[src/rtl/sm3_msg_expand.sv]
// SM3 message expansion: turns one 512-bit padded block into the 64 round words W_j / W'_j,
// streamed to the compression rounds over a valid/ready handshake.
module sm3_msg_expand (
    input  logic         clk,
    input  logic         rst_n,
    input  logic         start,
    input  logic [511:0] messageBlock,
    output logic         ready,
    output logic         wValid,
    input  logic         wReady,
    output logic [5:0]   round,
    output logic [31:0]  w,
    output logic [31:0]  wPrime,
    output logic         done
);

    localparam logic [0:0] ST_IDLE = 1'b0;
    localparam logic [0:0] ST_RUN  = 1'b1;

    logic [0:0]  state_q, state_d;
    logic [31:0] win_q [16];
    logic [31:0] win_d [16];
    logic [5:0]  round_q, round_d;
    logic        done_q, done_d;
    logic        xfer;
    logic [31:0] next_word;

    function automatic logic [31:0] rotl(input logic [31:0] x, input int n);
        return (x << n) | (x >> (32 - n));
    endfunction

    function automatic logic [31:0] p1(input logic [31:0] x);
        return x ^ rotl(x, 15) ^ rotl(x, 23);
    endfunction

    // The window always holds W_j..W_(j+15); shifting appends W_(j+16).
    always_comb begin
        state_d   = state_q;
        round_d   = round_q;
        done_d    = 1'b0;
        win_d     = win_q;
        xfer      = (state_q == ST_RUN) && wReady;
        next_word = p1(win_q[0] ^ win_q[7] ^ rotl(win_q[13], 15))
                    ^ rotl(win_q[3], 7) ^ win_q[10];

        if (state_q == ST_IDLE) begin
            if (start) begin
                // Word 0 occupies the most significant 32 bits of the block.
                for (int k = 0; k < 16; k++) begin
                    win_d[k] = messageBlock[511 - 32*k -: 32];
                end
                round_d = 6'd0;
                state_d = ST_RUN;
            end
        end else begin
            if (xfer) begin
                if (round_q == 6'd63) begin
                    state_d = ST_IDLE;
                    done_d  = 1'b1;
                end else begin
                    for (int k = 0; k < 15; k++) begin
                        win_d[k] = win_q[k + 1];
                    end
                    win_d[15] = next_word;
                    round_d   = round_q + 6'd1;
                end
            end
        end
    end

    always_ff @(posedge clk or negedge rst_n) begin
        if (!rst_n) begin
            state_q <= ST_IDLE;
            round_q <= 6'd0;
            done_q  <= 1'b0;
            for (int k = 0; k < 16; k++) begin
                win_q[k] <= 32'd0;
            end
        end else begin
            state_q <= state_d;
            round_q <= round_d;
            done_q  <= done_d;
            win_q   <= win_d;
        end
    end

    assign ready  = (state_q == ST_IDLE);
    assign wValid = (state_q == ST_RUN);
    assign round  = round_q;
    assign w      = win_q[0];
    assign wPrime = win_q[0] ^ win_q[4];
    assign done   = done_q;

endmodule

[config.mk]
export PLATFORM = sky130hd
export DESIGN_NAME = sm3_msg_expand
export DESIGN_NICKNAME = d
export VERILOG_FILES = /design/src/rtl/sm3_msg_expand.sv
export SDC_FILE = /design/constraint.sdc
export NUM_CORES = 1
export LEC_CHECK = 0
export CAP_MARGIN = 20
export CORE_ASPECT_RATIO = 2
export CORE_MARGIN = 2
export CORE_UTILIZATION = 25
export DETAILED_ROUTE_END_ITERATION = 16
export PLACE_DENSITY = 0.47
export SLEW_MARGIN = 15
export SYNTH_ARGS = -nofsm -noshare
export SYNTH_HDL_FRONTEND = slang
export SYNTH_SLANG_ARGS = --single-unit
[constraint.sdc]
create_clock -name clk -period 2.55 [get_ports clk]
set_clock_uncertainty 0.2 [all_clocks]
set_input_delay 0.3825 -clock clk [delete_from_list [all_inputs] [get_ports clk]]
set_output_delay 0.3825 -clock clk [all_outputs]
set_load 0.02 [all_outputs]
Word level (Yosys, flattened, before mapping)
Cells that the tools add are included.
- register bits: 520
- input port bits: 516
- output and inout port bits: 73
- logic and storage cells: 53
- $add $sub $neg: 1
- equality and inequality tests: 3
- mux-type cells: 15
- bitwise gates (word level): 12
- reduce and logical (&&, ||, !) cells: 3
- operators with widths (operator ; count):
    $mux W512 ; 4
    $xor A32 B32 Y32 ; 7
    $or A32 B15 Y32 ; 2
    $or A32 B23 Y32 ; 1
    $or A32 B7 Y32 ; 1
    $mux W6 ; 4
    $mux W1 ; 7
    $add A6 B1 Y6 const B ; 1
    $eq A6 B6 Y1 const B ; 1
    $reduce_and A3 Y1 ; 1
    $ne A2 B1 Y1 const B ; 1
    $ne A2 B2 Y1 const B ; 1
    $reduce_bool A2 Y1 ; 1
    $logic_and A1 B1 Y1 ; 1
    $not A1 Y1 ; 1

Longest topological paths before layout
Gate-level depths: netlist of the first run.
- word-level depth: 10
- depth in mapped cells: 11
- depth with buffers taken out: 6

Worst setup path before layout of the first run
Ideal clock, no wire load.
- path type: register to register
- from: register round_q[0], in the netlist round[0]
- to: register win_q[32] (netlist bit)
- arrival time: 1878 ps
- required time: 2214 ps
- setup slack: 336 ps
- cell stages (with the launch flop): 12
- cell sequence: dfrtp_1 > ha_1 > nand3_1 > o211ai_2 > and2_1 > buf_2 > buf_4 > buf_6 > buf_8 > buf_4 > nand2_1 > o21ai_0
- longest elaborated chain between the ends: 3
- RTL lines (element ; RTL line ; text):
    from (decl) ; 23 ; logic [5:0] round_q, round_d;
    from (signal assigned) ; 81 ; round_q <= round_d;
    $eq A6 B6 Y1 ; 57 ; if (round_q == 6'd63) begin
    $ne A2 B2 Y1 (no line) ; -- ;
    $reduce_and A3 Y1 (no line) ; -- ;
    to (signal assigned) ; 83 ; win_q <= win_d;
    to (decl) ; 21 ; logic [31:0] win_q [16];
No other way between the ends.
A chain may end at the register's enable or synchronous reset.

Worst setup path in the final report of the first run
- from: register win_q, in the netlist w[23]
- to: output wPrime[23]
- longest elaborated chain between the ends: 1
- RTL lines (element ; RTL line ; text):
    $xor A32 B32 Y32 ; 91 ; assign wPrime = win_q[0] ^ win_q[4];
    to (decl) ; 13 ; output logic [31:0] wPrime,
No other way between the ends.

==> impl_metrics.tcl, run 1 <==
set metrics [dict create \
    clock_path_buffers 3 \
    yosys.area.top_type "dfrtp_1" \
    cts-buffers-inserted 54 \
    syn_area_um2 25900 \
    synth-edff-count 0 \
    postSynthAreaPerCell_um2 10.4 \
    dr.pass1.iters 5 \
    ctsRootBufferMaster "clkbuf_16" \
    hp-class "input pin to asynchronous set/reset pin" \
    overflow 0 \
    synth_nets 3014 \
    synth_ff_type "dfrtp_1" \
    cts_tree "built" \
    routed-wl-met3_um 7870 \
    rsz0062_at_grt "false" \
    maxCapViolCount 0 \
    wl_met1_um 47200 \
    fin_ws_ns 0.0656 \
    layout-drive-gt1-share 0.0958 \
    slew_viol_final 0 \
    ys_seq_area_frac 0.503 \
    max_slew_margin 0.469 \
    cp.required_ns 1.97 \
    first_iter_violations 1191 \
    core_um2 103000 \
    grt_pass1_vias 20864 \
    finalSetupTns_ns 0 \
    yosysWarnings 0 \
    syn_inst 2497 \
    placed_area_um2 33800 \
    finalHoldViolations 0 \
    p_seq_frac 0.376 \
    grtUsageTotal 0.221 \
    path_cells "xor2_1 -> clkdlybuf4s50_1" \
    fmax_mhz 403 \
    vias 19908 \
    route.detailed.drc 0 \
    port_buffers 588 \
    routedWlPerCell_um 26.3 \
    finalCriticalPeriod_ns 2.48 \
    async_flop_share 1.00 \
    setup.worst_path.class "flip-flop to primary output" \
    power.clock.fraction 0.251 \
    antenna_left 0 \
    switching_share 0.376 \
    clkTransAtPathRegs_ns 0.07 \
    final_area_um2 35900 \
    die_area_um2 106000 \
    p_switching_mw 13.4 \
    path_max_fanout 4 \
    p_int_mw 22.2 \
    status "completed" \
    netlist_top_cells_area "dfrtp_1, mux2i_1, nand2_1" \
    critPathMaxStageDelay_ns 0.64 \
    cpMaxStageDelayCell "clkdlybuf4s50_1" \
    chipWidth_um 232 \
    powerDensity_nw_per_um2 991 \
    hpwl_um 97000 \
    htree_levels 2 \
    synth_top_area_frac 0.503 \
    ir_drop_uv 536 \
    critPathArrivalTime_ns 1.90 \
    gp_congestion 0.858 \
    power_frac_comb 0.373 \
    period_share 0.974 \
    start_kind "flip-flop" \
    die_h_um 459 \
    top_layer_used "met5" \
    rows 167 \
    routed_wl_um 119000 \
    cts_sinks 520 \
    cp-end-kind "primary output" \
    clk_latency_ns 0.63 \
    vias_per_cell 4.41 \
    yosys.cell_types.count 29 \
    tightestPinTransition_ns 0.791 \
    final_nets 3624 \
    ios 589 \
    rr_worst_depth 7 \
    grt_pass1_wl_um 163000 \
    initial_core_util 0.251 \
    hold_ws_ns 0.0441 \
    area_growth_pct 38.6 \
    grt_max_degree 101 \
    routed-wl-met2_um 57700 \
    synth_common_cells "dfrtp_1, nand2_1, mux2i_1" \
    ys_seq_elements 520 \
    antenna_found_initial 30 \
    finalSetupViolations 0 \
    pre_cts_slack_ns 0.0433 \
    synth.most_common_cell "dfrtp_1" \
    p_leak_nw 18.0 \
]
==> layout make-up <==
class | instances | area (um^2)
fillers | 10638 | 67300
flip-flops and latches | 520 | 13100
multi-input cells | 1767 | 11600
repair buffers | 760 | 7570
well taps | 1352 | 1690
clock buffers | 81 | 1640
clock inverters | 21 | 318
inverters | 4 | 15.0
diodes | 5 | 12.5
==> routing by layer <==
| layer | track usage | vias to the layer above |
|---|---|---|
| li1 | - | 9707 |
| met1 | 0.260 | 9349 |
| met2 | 0.381 | 646 |
| met3 | 0.0565 | 174 |
| met4 | 0.0932 | 32 |
| met5 | 0 | - |
==> power by group through the flow <==
| stage | logic [mW] | registers, mW | clock network [mW] |
|---|---|---|---|
| after global placement | 13.4 | 13.6 | 0 |
| after floorplan | 7.29 | 11.8 | 0 |
| final | 13.3 | 13.4 | 8.94 |
| after detailed placement | 13.5 | 13.7 | 0 |
| after CTS | 13.5 | 13.5 | 9.25 |
| after global routing | 14.4 | 13.6 | 9.48 |
==> sequential cells by signal, indices dropped and copies added (netlist names) <==
| signal | flops |
|---|---|
| win_q | 480 |
| w | 32 |
| round | 6 |
| done | 1 |
| wValid | 1 |
==> repair_timing <==
item / 4_1_cts / 5_1_grt
cloned: 0 / 0
hold buffers: 1 / 0
endpoints found under the setup margin: 53 / 1
hold endpoints to repair: 365 / 0
gates resized for setup: 66 / 1
buffers inserted: 9 / 0
==> cells in the final DEF (no fill, tap or decap), types with 2 or more instances in the layout <==
cell type and n:
clkbuf_16 57, o211ai_1 10, a22oi_1 22, dfrtp_2 33
xnor2_1 157, buf_12 34, o21ai_0 215, o21ai_1 290
clkinv_2 8, mux2i_1 480, xor2_1 70, clkbuf_1 12
dfrtp_1 484, dlygate4sd2_1 30, clkinvlp_4 5, dfrtp_4 3
nor2_1 5, bufinv_16 8, buf_4 137, inv_1 3
diode_2 5, nand2_1 494, a21oi_1 2, clkbuf_8 12
nand3_1 13, clkdlybuf4s50_1 557
==> final timing paths <==
| path | start | to | slack [ns] |
|---|---|---|---|
| setup / recovery | w[23] | wPrime[23] | 0.07 |
| hold / removal | rst_n | win_q[334] | 0.04 |
| setup reg to reg | wValid | win_q[14] | 0.12 |
| hold reg to reg | win_q[159] | win_q[159] | 0.28 |
| max in group asynchronous | rst_n | wValid | 1.18 |
| min in group clk | messageBlock[322] | win_q[322] | 0.16 |
==> cell families after synthesis <==
group / count (synthesis) / synth area share
AND/OR/NAND/NOR: 516 / 0.0758
multiplexers: 480 / 0.186
AO/OA/AOI/OAI: 543 / 0.109
adder cells (fa/ha/maj): 1 / 0.000483
XOR/XNOR: 227 / 0.0768
buffers and inverters: 210 / 0.0502
flip-flops: 520 / 0.503
==> metrics by stage <==
| stage | util | power, mW | std cells |
|---|---|---|---|
| after floorplan | - | 19.1 | 2497 |
| after global placement | 0.328 | 27.1 | 4393 |
| after detailed placement | 0.328 | 27.2 | 4393 |
| after CTS | 0.348 | 36.3 | 4505 |
| after global routing | 0.348 | 37.5 | 4509 |
| final | 0.348 | 35.6 | 4510 |
==> critical path, delay by kind of cell (launching register included) <==
kind	cells	cell delay, ns
buffers and inverters	1	0.64
flip-flops	1	0.48
XOR/XNOR	1	0.15
(Power assumes the default switching activity.)
==> run 2, diff against run 1 <==
CELL_PAD_IN_SITES_DETAIL_PLACEMENT = 0   (was unset)
CELL_PAD_IN_SITES_GLOBAL_PLACEMENT = 1   (was unset)
PLACE_DENSITY = 0.57   (was 0.47)
==> run 2 against run 1 <==
Power down 3.2%. Design area is 1.2% lower. Via count shrank 0.16%. Cell count down 0.55%. Sequential power is essentially flat. Worst hold slack gained 0.020 ns. First-iteration DRC count rose by 2.1%. Sequential cell count unchanged. Register-to-register slack improved by 0.12 ns. Wire length is essentially flat. Combinational power is essentially flat. Largest cell class unchanged. Largest power group unchanged.
==> impl_metrics.tcl, run 2 (synthesis gave the netlist of run 1 again) <==
set metrics [dict create \
    finalSetupTns_ns 0 \
    clock_path_buffers 3 \
    port_buffers 588 \
    power.clock.fraction 0.235 \
    rows 167 \
    clkTransAtPathRegs_ns 0.07 \
    status "completed" \
    htree_levels 2 \
    ios 589 \
    critPathMaxStageDelay_ns 0.62 \
    ctsRootBufferMaster "clkbuf_16" \
    hp-class "input pin to asynchronous set/reset pin" \
    p_int_mw 21.1 \
    top_register "win_q" \
    route.detailed.drc 0 \
    placed_area_um2 33700 \
    cp.required_ns 1.97 \
    layout-drive-gt1-share 0.0840 \
    clk_latency_ns 0.63 \
    largest_reg_flops 480 \
    slew_viol_final 0 \
    die_area_um2 106000 \
    vias 19876 \
    overflow 0 \
    rr_worst_depth 7 \
    final_area_um2 35500 \
    fill_cells 10662 \
    switching_share 0.387 \
    antenna_found_initial 23 \
    die_h_um 459 \
    cp-end-kind "primary output" \
    finalSetupViolations 0 \
    tightestPinTransition_ns 0.678 \
    final_nets 3607 \
    grt_pass1_vias 20676 \
    dr.pass1.iters 4 \
    period_share 0.964 \
    cpMaxStageDelayCell "clkdlybuf4s50_1" \
    crit_buf_inv 1 \
    path_cells "xor2_1 -> clkdlybuf4s50_1" \
    gp_congestion 0.844 \
    finalHoldViolations 0 \
    routed_wl_um 119000 \
    p_leak_nw 17.9 \
    power_frac_comb 0.378 \
    start_kind "flip-flop" \
    grt_pass1_wl_um 164000 \
    path_max_fanout 4 \
    ir_drop_uv 549 \
    core_um2 103000 \
    cts_tree "built" \
    grtUsageTotal 0.222 \
    rsz0062_at_grt "false" \
    finalCriticalPeriod_ns 2.46 \
    initial_core_util 0.251 \
    hpwl_um 96700 \
    cp.depth 2 \
    fmax_mhz 407 \
    vias_per_cell 4.43 \
    final_cell_mix "clkdlybuf4s50_1, dfrtp_1, nand2_1" \
    antenna_left 0 \
    setup.worst_path.class "flip-flop to primary output" \
    routedWlPerCell_um 26.4 \
    grt_max_degree 84 \
    cts-buffers-inserted 54 \
    maxCapViolCount 0 \
    final_common_cell "clkdlybuf4s50_1" \
    p_switching_mw 13.3 \
    first_iter_violations 1216 \
    powerDensity_nw_per_um2 971 \
    p_seq_frac 0.388 \
    chipWidth_um 232 \
    critPathArrivalTime_ns 1.88 \
    cpLargestDelayFamily "buffers and inverters" \
    max_slew_margin 0.547 \
    cts_sinks 520 \
    area_growth_pct 37.0 \
]
## run 2: changes by cell type in the layout (fill, tap and decap cells not counted), sizes merged
cell           change
dlymetal6s2s       +6
diode              -2
clkbuf             +2
inv                +1
bufinv             -6
clkinvlp           -3
dlygate4sd2        -4
buf               -17
clkdlybuf4s50      -2
## run 2: per-stage QoR
stage	instances	hold slack [ns]	utilization	power, mW	worst slack [ns]
detailed placement	4381	0.120	0.326	27.0	0.212
global placement	4381	0.119	0.326	26.8	0.199
floorplan	2497	-0.113	-	19.1	0.336
CTS	4482	0.0269	0.343	35.2	0.000923
global route	4483	0.0592	0.344	36.4	0.00102
finish	4485	0.0639	0.344	34.4	0.0909
## run 2: power by group through the flow
stage	registers, mW	clock network (mW)	logic (mW)
6_report	13.3	8.08	13.0
5_1_grt	13.6	8.64	14.2
4_1_cts	13.5	8.38	13.3
3_5_place_dp	13.6	0	13.3
3_3_place_gp	13.6	0	13.2
2_1_floorplan	11.8	0	7.29
## run 2: layer usage
layer | share of wire | vias up | GRT usage | routed length [um]
met5 | 0.0018 | - | 0 | 209
met4 | 0.029 | 32 | 0.0627 | 3400
met3 | 0.062 | 130 | 0.0536 | 7370
met2 | 0.51 | 613 | 0.396 | 59900
met1 | 0.40 | 9431 | 0.263 | 47700
li1 | - | 9670 | - | -
## run 2: area by class of cell
class / instances / area (um^2) / share of cell area
Sequential cell: 520 / 13000 / 0.368
Multi-Input combinational cell: 1767 / 11600 / 0.327
Timing Repair Buffer: 743 / 7410 / 0.209
Tap cell: 1352 / 1690 / 0.0477
Clock buffer: 83 / 1590 / 0.0449
Clock inverter: 13 / 124 / 0.00349
Inverter: 4 / 15.0 / 0.000423
Antenna cell: 3 / 7.51 / 0.000212
## run 2: timing repair
action | CTS | global route
resized for setup | 50 | 6
buffers inserted | 4 | 0
hold endpoints to repair | 301 | 0
hold buffers | 1 | 0
setup endpoints to repair | 46 | 6
## run 2: path summary, 6_finish.rpt
kind | slack, ns | to | from
setup / recovery | 0.09 | wPrime[3] | w[3]
hold / removal | 0.06 | win_q[289] | rst_n
setup reg to reg | 0.24 | win_q[302] | round[1]
hold reg to reg | 0.28 | win_q[96] | win_q[96]
max in group asynchronous | 1.24 | win_q[224] | rst_n
min in group clk | 0.18 | win_q[80] | messageBlock[80]
